## src/rtl/simple_hier_acc.sv

```systemverilog
// simple_hier_acc: buffers upstream samples in a small FIFO and folds them into
// windows of WIN samples (saturating sum, bitwise OR, count, saturation flag).
// Latency: pop >= 1 cycle after push; result valid the cycle after the closing pop/flush.
// Backpressure: in_ready drops only when the FIFO is full; EMIT holds the result until out_ready.

// simple_hier_acc_fifo: circular buffer with registered occupancy, DEPTH a power of two.
// Latency: a word written in cycle t is readable from cycle t+1.
// Backpressure: wr_rdy = !full from registered occupancy only, so it never depends on a same-cycle read.
module simple_hier_acc_fifo #(
  parameter int WIDTH = 16,
  parameter int DEPTH = 4
) (
  input  logic             clk,
  input  logic             reset_n,
  input  logic             wr_vld,
  input  logic [WIDTH-1:0] wr_dat,
  output logic             wr_rdy,
  input  logic             rd_en,
  output logic             rd_vld,
  output logic [WIDTH-1:0] rd_dat
);
  localparam int AW = (DEPTH > 1) ? $clog2(DEPTH) : 1;
  localparam logic [AW:0] OCC_FULL = (AW+1)'(DEPTH);

  logic [WIDTH-1:0] mem [DEPTH];
  logic [AW-1:0]    wr_ptr_q, wr_ptr_d;
  logic [AW-1:0]    rd_ptr_q, rd_ptr_d;
  logic [AW:0]      occ_q, occ_d;
  logic             do_wr, do_rd;

  assign wr_rdy = (occ_q != OCC_FULL);
  assign rd_vld = (occ_q != '0);
  assign rd_dat = mem[rd_ptr_q];
  assign do_wr  = wr_vld && wr_rdy;
  assign do_rd  = rd_en && rd_vld;

  // Pointers wrap naturally modulo DEPTH; occupancy spans 0..DEPTH.
  always_comb begin
    wr_ptr_d = wr_ptr_q;
    rd_ptr_d = rd_ptr_q;
    occ_d    = occ_q;
    if (do_wr) wr_ptr_d = wr_ptr_q + 1'b1;
    if (do_rd) rd_ptr_d = rd_ptr_q + 1'b1;
    case ({do_wr, do_rd})
      2'b10:   occ_d = occ_q + 1'b1;
      2'b01:   occ_d = occ_q - 1'b1;
      default: occ_d = occ_q;
    endcase
  end

  // Pointer and occupancy registers; reset empties the buffer.
  always_ff @(posedge clk or negedge reset_n) begin
    if (!reset_n) begin
      wr_ptr_q <= '0;
      rd_ptr_q <= '0;
      occ_q    <= '0;
    end else begin
      wr_ptr_q <= wr_ptr_d;
      rd_ptr_q <= rd_ptr_d;
      occ_q    <= occ_d;
    end
  end

  // Storage array; contents are don't-care while the slot is not occupied.
  always_ff @(posedge clk) begin
    if (do_wr) mem[wr_ptr_q] <= wr_dat;
  end
endmodule

// simple_hier_acc: window accumulator behind the input FIFO, two-state ACCUM/EMIT FSM.
// Latency: one pop per cycle in ACCUM; out_valid the cycle after the closing pop or flush.
// Backpressure: EMIT stops popping until out_ready; upstream stalls only once the FIFO fills.
module simple_hier_acc #(
  parameter int WIDTH = 16,
  parameter int WIN   = 4,
  parameter int DEPTH = 4
) (
  input  logic             clk,
  input  logic             reset_n,
  input  logic             in_valid,
  output logic             in_ready,
  input  logic [WIDTH-1:0] in_data,
  input  logic             flush,
  output logic             out_valid,
  input  logic             out_ready,
  output logic [WIDTH-1:0] out_sum,
  output logic [WIDTH-1:0] out_or,
  output logic [7:0]       out_cnt,
  output logic             out_sat
);
  typedef enum logic {
    ACCUM = 1'b0,
    EMIT  = 1'b1
  } state_e;

  localparam logic [7:0] WIN_CNT = 8'(WIN);

  state_e           state_q, state_d;
  logic [WIDTH-1:0] sum_acc_q, sum_acc_d;
  logic [WIDTH-1:0] or_acc_q, or_acc_d;
  logic [7:0]       cnt_q, cnt_d;
  logic             sat_acc_q, sat_acc_d;
  logic [WIDTH-1:0] out_sum_q, out_sum_d;
  logic [WIDTH-1:0] out_or_q, out_or_d;
  logic [7:0]       out_cnt_q, out_cnt_d;
  logic             out_sat_q, out_sat_d;

  logic             fifo_rd_vld;
  logic [WIDTH-1:0] fifo_rd_dat;
  logic             pop;
  logic             load_out;
  logic             clr_acc;

  logic [WIDTH:0]   sum_wide;
  logic             ovf;
  logic [WIDTH-1:0] sum_upd, or_upd;
  logic [7:0]       cnt_upd;
  logic             sat_upd;
  logic [WIDTH-1:0] sum_aft, or_aft;
  logic [7:0]       cnt_aft;
  logic             sat_aft;
  logic             win_full, flush_close;

  simple_hier_acc_fifo #(
    .WIDTH (WIDTH),
    .DEPTH (DEPTH)
  ) u_fifo (
    .clk     (clk),
    .reset_n (reset_n),
    .wr_vld  (in_valid),
    .wr_dat  (in_data),
    .wr_rdy  (in_ready),
    .rd_en   (pop),
    .rd_vld  (fifo_rd_vld),
    .rd_dat  (fifo_rd_dat)
  );

  // Candidate accumulator values if the FIFO head is folded in this cycle.
  always_comb begin
    sum_wide = {1'b0, sum_acc_q} + {1'b0, fifo_rd_dat};
    ovf      = sum_wide[WIDTH];
    sum_upd  = ovf ? {WIDTH{1'b1}} : sum_wide[WIDTH-1:0];
    or_upd   = or_acc_q | fifo_rd_dat;
    cnt_upd  = cnt_q + 8'd1;
    sat_upd  = sat_acc_q | ovf;
    sum_aft  = pop ? sum_upd : sum_acc_q;
    or_aft   = pop ? or_upd  : or_acc_q;
    cnt_aft  = pop ? cnt_upd : cnt_q;
    sat_aft  = pop ? sat_upd : sat_acc_q;
    // A flush closes the window only if it holds something after this cycle's pop.
    win_full    = pop && (cnt_upd == WIN_CNT);
    flush_close = flush && (cnt_aft != 8'd0);
  end

  // FSM state register.
  always_ff @(posedge clk or negedge reset_n) begin
    if (!reset_n) state_q <= ACCUM;
    else          state_q <= state_d;
  end

  // FSM next state: close on full window or effective flush, reopen on result handshake.
  always_comb begin
    state_d = state_q;
    case (state_q)
      ACCUM:   if (win_full || flush_close) state_d = EMIT;
      EMIT:    if (out_ready)               state_d = ACCUM;
      default: state_d = ACCUM;
    endcase
  end

  // FSM outputs: pop only while accumulating, present the result while emitting.
  always_comb begin
    pop       = 1'b0;
    load_out  = 1'b0;
    clr_acc   = 1'b0;
    out_valid = 1'b0;
    case (state_q)
      ACCUM: begin
        pop      = fifo_rd_vld;
        load_out = win_full || flush_close;
      end
      EMIT: begin
        out_valid = 1'b1;
        clr_acc   = out_ready;
      end
      default: ;
    endcase
  end

  // Accumulator next values: clear after the result is taken, else fold in the popped sample.
  always_comb begin
    sum_acc_d = sum_acc_q;
    or_acc_d  = or_acc_q;
    cnt_d     = cnt_q;
    sat_acc_d = sat_acc_q;
    if (clr_acc) begin
      sum_acc_d = '0;
      or_acc_d  = '0;
      cnt_d     = '0;
      sat_acc_d = 1'b0;
    end else if (pop) begin
      sum_acc_d = sum_upd;
      or_acc_d  = or_upd;
      cnt_d     = cnt_upd;
      sat_acc_d = sat_upd;
    end
  end

  // Accumulator registers; reset drops any partial window.
  always_ff @(posedge clk or negedge reset_n) begin
    if (!reset_n) begin
      sum_acc_q <= '0;
      or_acc_q  <= '0;
      cnt_q     <= '0;
      sat_acc_q <= 1'b0;
    end else begin
      sum_acc_q <= sum_acc_d;
      or_acc_q  <= or_acc_d;
      cnt_q     <= cnt_d;
      sat_acc_q <= sat_acc_d;
    end
  end

  // Result next values: capture the post-pop accumulators when the window closes.
  always_comb begin
    out_sum_d = out_sum_q;
    out_or_d  = out_or_q;
    out_cnt_d = out_cnt_q;
    out_sat_d = out_sat_q;
    if (load_out) begin
      out_sum_d = sum_aft;
      out_or_d  = or_aft;
      out_cnt_d = cnt_aft;
      out_sat_d = sat_aft;
    end
  end

  // Result registers; held stable through EMIT, zeroed asynchronously by reset.
  always_ff @(posedge clk or negedge reset_n) begin
    if (!reset_n) begin
      out_sum_q <= '0;
      out_or_q  <= '0;
      out_cnt_q <= '0;
      out_sat_q <= 1'b0;
    end else begin
      out_sum_q <= out_sum_d;
      out_or_q  <= out_or_d;
      out_cnt_q <= out_cnt_d;
      out_sat_q <= out_sat_d;
    end
  end

  assign out_sum = out_sum_q;
  assign out_or  = out_or_q;
  assign out_cnt = out_cnt_q;
  assign out_sat = out_sat_q;
endmodule

```

## config.mk

```make
export PLATFORM = sky130hd
export DESIGN_NAME = simple_hier_acc
export DESIGN_NICKNAME = d
export VERILOG_FILES = /design/src/rtl/simple_hier_acc.sv
export SDC_FILE = /design/constraint.sdc
export NUM_CORES = 1
export LEC_CHECK = 0
export CORE_UTILIZATION = 52
export DETAILED_ROUTE_END_ITERATION = 12
export PLACE_DENSITY = 0.76
export SLEW_MARGIN = 20
export SYNTH_ARGS = -nofsm -noshare
export SYNTH_HDL_FRONTEND = slang
export SYNTH_HIERARCHICAL = 1
export SYNTH_SLANG_ARGS = --single-unit
```

## constraint.sdc

```tcl
create_clock -name clk -period 3.5 [get_ports clk]
set_clock_uncertainty 0.15 [all_clocks]
set_input_delay 0.525 -clock clk [delete_from_list [all_inputs] [get_ports clk]]
set_output_delay 0.525 -clock clk [all_outputs]
set_load 0.1 [all_outputs]
```

# Word-level counts from Yosys, hierarchy flattened
# Memory sizes are Yosys's and may differ from the RTL's.
# Cells that the tools add are included.
# totals
regBits,90
word_cells,53
ram_bits,64
in_bits,21
mem_count,1
out_inout_bits,43
# classes
eq_ne,4
n_bitwise,3
add_sub_neg,6
reduce_logical,8
mux,19
# memory_table
memory,depth,width,read_ports,rd_ports_with_merged_regs,wr,line_no,source
u_fifo.mem,4,16,1,0,1,25,logic [WIDTH-1:0] mem [DEPTH];
# op_table
operator,n
$mux 16,5
$add 16x16->17,1
$mux 8,2
$or 16x16->16,1
$mux 1,10
$add 8x1->8 const B,1
$eq 8x3->1 const B,1
$reduce_bool 8->1,1
$pmux 3 s2,1
$add 2x1->2 const B,2
$logic_and 1x1->1,4
$add 3x1->3 const B,1
$ne 3x3->1 const B,1
$reduce_bool 3->1,1
$sub 3x1->3 const B,1
$eq 2x1->1 const B,1
$eq 2x2->1 const B,1
$pmux 1 s2,1
$reduce_bool 2->1,1
$logic_or 1x1->1,1
$not 1->1,1
$or 1x1->1,1

# Logic depth before layout (Yosys ltp)
# Gate-level depths: netlist of the first run.
# logic_depth
depth_word,8
mapped_depth,13
ltp_nobuf,10

# Cells and area by module
# Netlist of the first run, hierarchy kept.
# modules_own_cells
mod,cells_each,area_each_um2,seq_area_each_um2,instances
simple_hier_acc,419,4164.0,2077.0,1
simple_hier_acc_fifo,121,2736.4,2097.0,1

# Worst setup path after synthesis of the first run
# Ideal clock, no wire load.
# synth_path
path_type,register -> register
startpoint,register u_fifo.rd_ptr_q[0]
endpoint,"register out_sum_q[11], in the netlist out_sum[11]"
path_buffers,3
period_less_slack_ns,3.551
slack_ns,-0.051
setup_time_ns,0.124
required_ns,3.226
path_stages_with_launch,14
arrival_ns,3.277
cell_sequence,dfrtp_1 -> buf_2 -> buf_4 -> mux4_2 -> ha_1 -> fa_1 -> a21o_1 -> a31oi_1 -> o21ai_1 -> a211oi_2 -> o21ai_1 -> buf_2 -> o22ai_1 -> o21ai_2
# synth_between
elab_chain_len,4
# synth_rtl
element,line_no,source
start: declaration,27,"logic [AW-1:0] rd_ptr_q, rd_ptr_d;"
start signal: assignment,59,rd_ptr_q <= rd_ptr_d;
$mem_v2 4x16,-,
named net fifo_rd_dat[0],109,logic [WIDTH-1:0] fifo_rd_dat;
$add 16x16->17,140,"sum_wide = {1'b0, sum_acc_q} + {1'b0, fifo_rd_dat};"
$mux 16,142,sum_upd = ovf ? {WIDTH{1'b1}} : sum_wide[WIDTH-1:0];
$mux 16,-,
end signal: assignment,246,out_sum_q <= out_sum_d;
end: declaration,103,"logic [WIDTH-1:0] out_sum_q, out_sum_d;"
# The timed path passes the listed nets, and every way through them passes these cells.
# A chain may end at the register's enable or synchronous reset.

# Final worst setup path of the first run
# layout_path
startpoint,register u_fifo.rd_ptr_q[0]
endpoint,"register out_sum_q[7], in the netlist out_sum[7]"
# The elaborated chain is that of the path after synthesis.

==> results, run 1 <==
- The unique cell type count in the Yosys netlist is 57.
- In the layout the commonest cells are dfrtp_1 (89), edfxtp_1 (64), nor2_1 (63).
- The maximum fanout count along the critical path is 7.
- Counting along the longest clock path gives a buffer depth of 2.
- The met3 global-route usage is 5.15%.
- The cell at the root of the clock tree is clkbuf_16.
- The area growth from synthesis to layout is 21.7%.
- The total DRC errors in the routed layout is 0.
- After synthesis the netlist holds a flip-flop and latch count of 154.
- The endpoint kind of the worst setup timing path is a flop.
- The synthesized netlist net count is 585.
- The worst setup path is launched from a flop.
- The floorplan row count is 41.
- The number of buffers inserted during clock tree synthesis is 17.
- The net count of the finished layout is 665.
- The multi-input gate area in the final layout is 2540 um2.
- The largest single stage delay on the critical path is 0.52 ns.
- Summed over all nets, the half-perimeter wirelength after detailed placement is 9830 um.
- The H-tree depth is 4.
- The max-slew violation count is 0.
- The run finished with clean final reports.
- The area of the core is 12,800 um2.
- Summed over all layers, the routed wires come to 14,400 um.
- The via count of the first global-routing pass is 4,432.
- After synthesis the cells add up to 6900 um2.
- The cell count after placement is 771.
- The starting density of the core is 54.0%.
- Setup violations remaining at the end of the flow were counted as 0.
- In this design, the critical path's most frequently occurring cell is o21ai_2.
- For this block, the via count after detailed routing is 4,477.
- TritonCTS built the clock tree.
- The average cell area after synthesis is 12.8 um2.
- In the synthesized netlist, the number of instances is 540.
- The maximum clock rate is 0.301 GHz.
- The number of cells on the worst reg-to-reg path is 11.
- The critical path in this run is classified as flop to flop.
- Setup repair after global routing left no endpoint under its margin.
- The path class of the tightest hold or removal check is flop to flop.
- In the final layout, flip-flops and latches occupy 4180 um2.
- For the pin with the worst max-slew slack, the measured transition is 0.984 ns.
- Entering global routing, the biggest net connects 51 pins.
- The layout has 947 filler cells.
- The main flop type after synthesis is dfrtp_1.
- The relative slew slack is 34.2%.
- The largest area contributor in the netlist is dfrtp_1.
- The max-cap violation count is 0.
- The post-route netlist has 19.3% of its cells at a drive strength greater than 1.
- Clock-pin slew was measured on the worst setup and hold paths at 0.06 ns.
- The cell with the largest stage delay on the worst path is mux4_2.
- The top cell type's share of synthesized area is 32.6%.
- The count of non-filler cells in the finished layout is 805.
- The number of sinks handled by clock tree synthesis is 154.
- The wire length of the first global-routing pass is 23,200 um.
- The remaining antenna violation count after routing is 0.
- The number of port buffers is 63.
- The wire length per cell after detailed routing is 17.9 um.
- The sequential-to-total area share from yosys stat is 60.5%.
- Subtracting the final worst setup slack from the clock period gives 3.33 ns.
- The clock latency of the later-clocked register in the worst-skew pair is 0.43 ns.
- At the worst endpoint, the arrival time is 3.49 ns.
- Counting flops with a built-in enable in the synthesized netlist gives 64.
- Walking the worst path, the cells encountered are mux4_2, ha_1, fa_1, a21o_1, a31oi_2, o21ai_1, a211oi_2, o21ai_2, buf_4, o22ai_1, o21ai_2.
- The global routing met2 resource utilization is 36.7%.
- Adding up every negative setup slack in the final design gives 0 ns.
- The number of antenna violations at the first check in global routing is 0.
- The count of endpoints failing hold in the final timing report is 0.
- The die covers 13,700 um2.
- The DRC marker count from the first detailed-route iteration is 294.
- The number of warnings printed during yosys synthesis is 6.
- The global placement routability congestion is 0.863.
- After synthesis, the cell types taking the most area are dfrtp_1 (33%), edfxtp_1 (28%), mux4_2 (5.2%).
- The worst hold path passes through 2 cells.
- The height of the chip is 117 um.
- The overall overflow remaining after global route is 0.
- Leaving out fill and tap cells, the most frequent cell in the layout is dfrtp_1.
- Of all flip-flops after synthesis, the portion carrying an async set or reset was 58.4%.
- 0 antenna diodes ended up in the layout.
- In the routed layout, each cell is associated on average with a via count of 5.56.
- The chip width is 117 um.
- In the global route stage, met1 resource usage came out at 32.1%.
- The required time of the worst setup path is 3.66 ns.
- The first detailed-routing pass took 4 iterations.
- Global routing used 23.3% of the available tracks.
- The layer carrying the most global-route usage is met2.
- Of the available clock period, the critical path in the final layout requires 95.0%.
- 64 I/O pins were placed.
==> sequential cells by signal (all words and copies together) (netlist names) <==
signal	count
out_or	16
out_sat	1
or_acc_q	16
cnt_q	8
u_fifo/rd_ptr_q	2
out_sum	16
sat_acc_q	1
out_cnt	8
sum_acc_q	16
state_q	1
u_fifo/wr_ptr_q	2
u_fifo/mem	64
u_fifo/occ_q	3
==> metrics by stage <==
stage / cell area, um2 / setup slack [ns] / hold slack (ns) / util [%]
2_1_floorplan: 6910 / 0.0775 / 0.0794 / -
3_3_place_gp: 7750 / 0.133 / 0.312 / 60.7
3_5_place_dp: 7750 / 0.0238 / 0.314 / 60.7
4_1_cts: 8360 / 0.00854 / 0.328 / 65.5
5_1_grt: 8400 / 0.00434 / 0.346 / 65.7
6_report: 8400 / 0.173 / 0.325 / 65.7
==> logic make-up (layout without fill, tap and decap cells) <==
family / Yosys count / count (layout) / share of synthesized area (%)
buffers and inverters: 37 / 130 / 3.23
adders and majority gates: 24 / 24 / 4.57
DFF: 154 / 154 / 60.5
AOI/OAI and AO/OA: 124 / 124 / 12.0
xor gates and xnor gates: 25 / 25 / 3.17
muxes: 24 / 24 / 6.51
and+or+nand+nor: 152 / 152 / 10.0
==> what timing repair did <==
item | in CTS | in global routing
resized for setup | 1 | 6
setup buffers | 0 | 1
endpoints found under the hold margin | 13 | 0
hold buffers | 1 | 0
setup endpoints to repair | 2 | 29
==> synth_stat cells, types with 2 or more instances <==
library cell,number
a21o_1,2
o22ai_1,12
o21ai_1,13
nor3_1,2
nand3_1,10
mux2_2,3
nor2_1,63
fa_1,2
a21oi_1,32
nor3_2,2
nand4_1,4
a31oi_1,4
o21a_1,2
and3_2,4
ha_1,22
o21ai_2,27
nor2b_1,5
xor2_1,9
dfrtp_1,90
buf_2,4
nand2_1,49
inv_1,11
edfxtp_1,64
mux4_2,16
or3_1,5
buf_6,10
o211ai_1,2
clkbuf_1,10
mux2i_1,4
o21ai_0,15
xnor2_1,16
==> cell type report <==
type	instances	area share, %
flip-flops and latches	154	49.7
multi-input cells	349	30.3
repair buffers	86	9.84
clock buffers	21	5.75
well taps	172	2.56
clock inverters	11	1.28
inverters	12	0.537
==> worst max-delay path: cells and delay by family, from the launching register on <==
family,cells,cell delay [ns]
multiplexers,1,0.52
buffers and inverters,1,0.19
adder cells (fa/ha/maj),2,0.64
flip-flops,1,0.40
AO/OA/AOI/OAI,7,1.31
==> per-layer routing <==
metal	wire length (um)	part of all wire [%]
met1	6430	45
met2	7010	49
met3	806	5.6
met4	178	1.2
met5	0	0
==> path summary, 6_finish.rpt <==
check / startpoint / endpoint / slack [ns]
max: u_fifo/rd_ptr_q[0] / out_sum[7] / 0.17
min: out_or[2] / out_or[2] / 0.33
max reg2reg: u_fifo/rd_ptr_q[0] / out_sum[7] / 0.17
min reg2reg: out_or[2] / out_or[2] / 0.33
max in group asynchronous: reset_n / out_sum[0] / 1.88
min in group asynchronous: reset_n / out_sum[7] / 0.52
Power of run 1 is left out: the tool's default activity adds up to more than one toggle a clock period on the data nets, which glitch-free logic cannot reach.
==> run 2: changes to the inputs <==
- ABC_AREA: not set -> 1
- CORE_UTILIZATION: 52 -> 53
- PLACE_DENSITY: 0.76 -> 0.77
==> results, run 2 <==
- The end of the worst register-to-register path is out_sum[14] (was out_sum[7]).
- The clock latency of the later-clocked register in the worst-skew pair is 0.43 ns (about the same).
- The number of synthesized flops with an enable pin is 64 (unchanged).
- The starting density of the core came to 55.3% (was 54.0%).
- The TritonCTS clock tree is built (unchanged).
- The post-layout net count is 1,021 (was 665).
- The final number of setup-violating endpoints is 0 (unchanged).
- The DRC marker count from the first detailed-route iteration is 332 (was 294).
- The top cell type's share of synthesized area is 28.9% (was 32.6%).
- The largest area contributor in the netlist is dfrtp_1 (unchanged).
- The count of boundary I/O pins is 64 (unchanged).
- The post-CTS resize count is 0 (was 1).
- The unique cell type count in the Yosys netlist is 35 (was 57).
- The average cell area after synthesis came to 8.57 um2 (was 12.8 um2).
- The critical path start-end classification is flop to flop (unchanged).
- The max-cap violation count came to 0 (unchanged).
- The ratio of cells with drive above 1 in the final layout is 6.67% (was 19.3%).
- The maximum fanout count along the critical path is 32 (was 7).
- The final standard cell area without fillers is 9090 um2 (was 8400 um2).
- The reg-to-reg critical path startpoint is u_fifo/rd_ptr_q[0] (unchanged).
- The overall overflow remaining after global route came to 0 (unchanged).
- The startpoint type of the worst setup path is a flop (unchanged).
- The relative slew slack is 34.7% (was 34.2%).
- The area growth from synthesis to layout is 16.5% (was 21.7%).
- The multi-input gate area in the final layout came to 2780 um2 (was 2540 um2).
- The global placement routability congestion was 0.919 (was 0.863).
- The number of antenna violations at the first check in global routing is 0 (unchanged).
- The H-tree depth is 4 (unchanged).
- The endpoint kind of the worst setup timing path was a flop (unchanged).
- The most flop-heavy register was u_fifo/mem (unchanged).
- The checks that failed: negative hold slack.
- The worst hold path class is input pin to async pin (was flop to flop).
- The number of port buffers is 63 (unchanged).
- The number of buffers inserted during clock tree synthesis is 17 (unchanged).
- Highest-count cells in the layout ignoring fill and taps: nand2_1 (270), inv_1 (157), dfrtp_1 (90) (was dfrtp_1 (89), edfxtp_1 (64), nor2_1 (63)).
- The chip width was 123 um (was 117 um).
- The number of iterations in the first detailed-routing pass was 5 (was 4).
- The post-cts hold buffer count is 0 (was 1).
- The area of all sequential standard cells is 4170 um2 (was 4180 um2).
- The wire length per cell after detailed routing came to 14.0 um (was 17.9 um).
- The actual transition at the worst max-transition pin is 0.976 ns (was 0.984 ns).
- The register clock-pin slew on the reported worst setup and hold paths is 0.06 ns (about the same).
- The cell at the root of the clock tree is clkbuf_16 (unchanged).
- Unrepaired setup endpoints after global routing: no (unchanged).
- The number of warnings printed during yosys synthesis came to 6 (unchanged).
- The deepest clock path buffer count is 2 (unchanged).
- The count of endpoints failing hold in the final timing report was 17 (was 0).
- The sequential-to-total area share from yosys stat is 53.5% (was 60.5%).
- The via count of the first global-routing pass is 5,433 (was 4,432).
- The most frequent standard cell in the layout excluding fill and tap cells is nand2_1 (was dfrtp_1).
- The floorplan row count is 43 (was 41).
- The height of the chip is 123 um (was 117 um).
- The worst hold slack across all endpoints is -0.0254 ns (was 0.325 ns).
- The total cell area at the placement stage was 8540 um2 (was 7750 um2).
- The gate count of the mapped netlist is 910 (was 540).
- The number of sinks handled by clock tree synthesis is 154 (unchanged).
- The number of flip-flops in the largest register was 64 (unchanged).
- The final design utilization is 64.5% (was 65.7%).
- The number of filler instances in the final layout is 1,176 (was 947).
- The largest net degree at the start of global routing is 55 (was 51).
- The max-slew violation count is 0 (unchanged).
- The area of the die is 15,200 um2 (was 13,700 um2).
- The flip-flop and latch count after synthesis came to 154 (unchanged).
- Outcome: complete, but fails checks (was complete, no violations).
- The share of async-settable or async-resettable flops after synthesis is 58.4% (unchanged).
- The total DRC errors in the routed layout is 0 (unchanged).
- The post-synthesis cell area is 7800 um2 (was 6900 um2).
- Most used standard cells in the synthesized netlist: nand2_1 (270), inv_1 (157), dfrtp_1 (90) (was dfrtp_1 (90), edfxtp_1 (64), nor2_1 (63)).
- The total global-route track usage is 23.2% (was 23.3%).
- The required time of the worst setup path is 3.72 ns (was 3.66 ns).
- The maximum clock rate is 0.317 GHz (was 0.301 GHz).
- The endpoint arrival time on the critical path is 3.37 ns (was 3.49 ns).
- The worst-case reg-to-reg path depth is 16 (was 11).
- The half-perimeter wire length after detailed placement is 11,500 um (was 9830 um).
- The worst reg-to-reg setup slack is 0.35 ns (was 0.17 ns).
- The accumulated negative setup slack came to 0 ns (unchanged).
- The routed via count is 5,924 (was 4,477).
- The ratio of routed vias to standard cells was 5.07 (was 5.56).
- The most used standard cell by instance count after synthesis was nand2_1 (was dfrtp_1).
- The post-route fraction of the period consumed by the critical path is 90.1% (was 95.0%).
- The remaining antenna violation count after routing came to 0 (unchanged).
- The post-layout minimum cycle time is 3.15 ns (was 3.33 ns).
- The post-CTS repair timing setup buffer count is 0 (unchanged).
- The main flop type after synthesis is dfrtp_1 (unchanged).
- Cells taking the most area after synthesis: dfrtp_1 (29%), edfxtp_1 (25%), nand2_1 (13%) (was dfrtp_1 (33%), edfxtp_1 (28%), mux4_2 (5.2%)).
- The total routed wirelength is 16,300 um (was 14,400 um).
- The synthesized netlist net count was 955 (was 585).
- The number of diodes added for antenna fixing is 0 (unchanged).
- The area of the core was 14,100 um2 (was 12,800 um2).
- The wire length of the first global-routing pass came to 26,400 um (was 23,200 um).
-- run 2: cell families after synthesis --
family	count (synthesis)	synth area share (%)
buffers and inverters	194	10.8
AND/OR/NAND/NOR	456	24.7
XOR/XNOR	8	0.898
flip-flops	154	53.5
AO/OA/AOI/OAI	74	6.02
adder cells (fa/ha/maj)	24	4.04
-- run 2: routing by layer --
layer / up-vias / global-route usage (%) / part of all wire [%] / wire [um]
li1: 3001 / - / - / -
met1: 2743 / 31.6 / 47 / 7650
met2: 157 / 36.9 / 46 / 7530
met3: 23 / 5.44 / 5.5 / 899
met4: 0 / 7.23 / 1.6 / 263
met5: - / 0 / 0 / 0
-- run 2: through the flow --
step / instances / worst slack, ns
finish: 1169 / 0.345
global route: 1169 / 0.0516
CTS: 1169 / 0.361
detailed placement: 1137 / 0.379
global placement: 1137 / 0.402
floorplan: 910 / 0.507
-- run 2: cell type report --
class                      instances  share of cell area [%]
multi-input combinational        562                    30.6
clock inverter                     7                   0.730
timing repair buffer              79                    8.21
clock buffer                      25                    5.34
sequential                       154                    45.9
inverter                         162                    6.72
tap                              180                    2.48
-- run 2: worst max-delay path by stage --
stage                            start               to
finish              u_fifo/rd_ptr_q[0]      out_sum[14]
global route        u_fifo/rd_ptr_q[0]      out_sum[13]
CTS                 u_fifo/rd_ptr_q[0]      out_sum[13]
detailed placement  u_fifo/rd_ptr_q[0]       out_sum[9]
global placement    u_fifo/rd_ptr_q[0]       out_sum[9]
floorplan                      state_q  u_fifo/occ_q[2]
-- run 2: worst max-delay path, stage by stage (launching register included) --
cell,delay (ns)
dfrtp_1,0.40
inv_2,0.16
buf_4,0.33
nand2_1,0.09
o211ai_1,0.12
nand2_1,0.17
ha_1,0.38
inv_1,0.07
nor3_1,0.22
and2_1,0.16
nand2_1,0.06
nand3_1,0.15
buf_4,0.20
inv_2,0.05
a21oi_1,0.18
nand3_1,0.09
nand2_1,0.08
Power of run 2 is left out for the same reason.
==> run 3: changes to the inputs <==
- GPL_TIMING_DRIVEN: not set -> 0
==> results, run 3 (synthesis gave the netlist of run 2 again) <==
- The maximum clock rate is 0.306 GHz (was 0.317 GHz).
- The area of the die was 15,200 um2 (unchanged).
- The total global-route track usage is 25.2% (was 23.2%).
- The final number of setup-violating endpoints is 0 (unchanged).
- The max-slew violation count is 0 (unchanged).
- The relative slew slack came to 34.6% (was 34.7%).
- The ratio of cells with drive above 1 in the final layout came to 8.42% (was 6.67%).
- The maximum fanout count along the critical path was 10 (was 32).
- The number of port buffers is 63 (unchanged).
- The half-perimeter wire length after detailed placement was 12,600 um (was 11,500 um).
- The required time of the worst setup path is 3.72 ns (about the same).
- The area of the core is 14,100 um2 (unchanged).
- The actual transition at the worst max-transition pin is 0.978 ns (was 0.976 ns).
- Highest-count cells in the layout ignoring fill and taps: nand2_1 (270), inv_1 (157), dfrtp_1 (90) (unchanged).
- The remaining antenna violation count after routing is 0 (unchanged).
- The number of diodes added for antenna fixing is 0 (unchanged).
- The worst-case reg-to-reg path depth is 17 (was 16).
- The cell at the root of the clock tree is clkbuf_16 (unchanged).
- The total DRC errors in the routed layout was 0 (unchanged).
- The via count of the first global-routing pass is 5,758 (was 5,433).
- The wire length per cell after detailed routing came to 14.7 um (was 14.0 um).
- Outcome: complete, no violations (was complete, but fails checks).
- The startpoint type of the worst setup path was a flop (unchanged).
- The number of filler instances in the final layout is 1,234 (was 1,176).
- The most flop-heavy register was u_fifo/mem (unchanged).
- The end of the worst register-to-register path is out_sum[7] (was out_sum[14]).
- The cell count after placement came to 1,157 (was 1,137).
- The number of iterations in the first detailed-routing pass is 6 (was 5).
- The post-route fraction of the period consumed by the critical path came to 93.2% (was 90.1%).
- The chip width came to 123 um (unchanged).
- The H-tree depth is 4 (unchanged).
- The wire length of the first global-routing pass came to 28,300 um (was 26,400 um).
- The layer carrying the most global-route usage is met2 (unchanged).
- The accumulated negative setup slack was 0 ns (unchanged).
- The starting density of the core is 55.3% (unchanged).
- The floorplan row count is 43 (unchanged).
- The number of flip-flops in the largest register is 64 (unchanged).
- The endpoint kind of the worst setup timing path is a flop (unchanged).
- The startpoint identified for the worst hold timing path is out_cnt[6].
- The global placement routability congestion was 0.886 (was 0.919).
- The routed via count was 6,004 (was 5,924).
- The reg-to-reg critical path startpoint is u_fifo/rd_ptr_q[0] (unchanged).
- The number of antenna violations at the first check in global routing was 0 (unchanged).
- The met1 capacity usage during global routing is 32.4% (was 31.6%).
- The final standard cell area without fillers is 9330 um2 (was 9090 um2).
- The max-cap violation count is 0 (unchanged).
- The total cell area at the placement stage was 8730 um2 (was 8540 um2).
- The worst hold path class is flop to flop (was input pin to async pin).
- The number of buffers inserted during clock tree synthesis came to 17 (unchanged).
- The endpoint with the worst hold slack is out_cnt[6].
- The total routed wirelength is 17,600 um (was 16,300 um).
- The clock latency of the later-clocked register in the worst-skew pair came to 0.43 ns (about the same).
- The global routing met2 resource utilization is 42.7% (was 36.9%).
- The height of the chip is 123 um (unchanged).
- Unrepaired setup endpoints after global routing: no (unchanged).
- The endpoint arrival time on the critical path came to 3.48 ns (was 3.37 ns).
- The ratio of routed vias to standard cells is 5.05 (was 5.07).
- The count of endpoints failing hold in the final timing report is 0 (was 17).
- The count of boundary I/O pins is 64 (unchanged).
- The overall overflow remaining after global route is 0 (unchanged).
- The post-layout net count is 1,042 (was 1,021).
- The count of non-filler cells in the finished layout came to 1,190 (was 1,169).
- The register clock-pin slew on the reported worst setup and hold paths came to 0.06 ns (about the same).
- The worst reg-to-reg setup slack came to 0.24 ns (was 0.35 ns).
- The largest net degree at the start of global routing is 58 (was 55).
- The met3 global-route usage came to 5.21% (was 5.44%).
- The area growth from synthesis to layout is 19.6% (was 16.5%).
- The TritonCTS clock tree is built (unchanged).
- The number of sinks handled by clock tree synthesis is 154 (unchanged).
- The DRC marker count from the first detailed-route iteration came to 370 (was 332).
- The worst hold slack across all endpoints came to 0.318 ns (was -0.0254 ns).
- The deepest clock path buffer count was 2 (unchanged).
- The most frequent standard cell in the layout excluding fill and tap cells is nand2_1 (unchanged).
- The post-layout minimum cycle time came to 3.26 ns (was 3.15 ns).
- The critical path start-end classification is flop to flop (unchanged).
- The number of cells on the worst hold path is 2.
## run 3: cell count changes in the layout (fill, tap and decap cells not counted), sizes merged
cell	previous run	this run
buf	18	31
clkinv	5	7
bufinv	1	2
clkbuf	25	26
clkdlybuf4s50	61	62
clkinvlp	1	2
dlygate4sd3	0	1
inv	162	163
## run 3: repair_timing
item                       in CTS  in global routing
gates resized for setup         0                  5
setup endpoints to repair       0                 29
setup buffers                   0                  0
hold endpoints to repair       33                  0
hold buffers                    1                  0
## run 3: area by class of cell
cell class                      instances  area [um2]  area share [%]
Sequential cell                       154        4170            44.8
Multi-Input combinational cell        562        2790            29.9
Timing Repair Buffer                   68         707            7.58
Inverter                              162         611            6.55
Clock buffer                           20         457            4.90
Buffer                                 32         236            2.54
Tap cell                              180         225            2.42
Clock inverter                         12         123            1.31
## run 3: worst max-delay path by stage
stage | cells past startpoint | to | slack [ns] | from
after floorplan | 14 | u_fifo/occ_q[2] | 0.51 | state_q
after global placement | 1 | sum_acc_q[10] | -1.52 | reset_n
after detailed placement | 15 | u_fifo/occ_q[2] | 0.16 | u_fifo/occ_q[1]
after CTS | 15 | u_fifo/occ_q[2] | 0.09 | u_fifo/occ_q[1]
after global routing | 16 | out_sum[7] | 0.005 | u_fifo/rd_ptr_q[0]
final | 17 | out_sum[7] | 0.24 | u_fifo/rd_ptr_q[0]
## run 3: worst max-delay path: stages, from the launching register on
cell and delay [ns]:
dfrtp_1 0.41, inv_2 0.08, buf_6 0.15, buf_6 0.16
nand2_1 0.06, o211ai_1 0.07, nand2_1 0.20, ha_1 0.44
nand2_1 0.13, nor3_1 0.22, and2_1 0.17, nand2_1 0.07
nand3_1 0.13, buf_4 0.22, nor2_1 0.08, nor2_1 0.23
nand3_1 0.12, nand2_1 0.08
## run 3: layer usage
layer  share of wire, %  vias to the layer above
li1                   -                     3051
met1                 44                     2781
met2                 50                      151
met3                4.6                       21
met4                1.3                        0
met5                  0                        -
## run 3: metrics by stage
| stage | setup slack [ns] | util [%] |
|---|---|---|
| 3_3_place_gp | -1.52 | 61.4 |
| 2_1_floorplan | 0.507 | - |
| 3_5_place_dp | 0.161 | 61.9 |
| 4_1_cts | 0.0902 | 66.1 |
| 5_1_grt | 0.00535 | 66.2 |
| 6_report | 0.237 | 66.2 |
Power of run 3 is left out for the same reason.
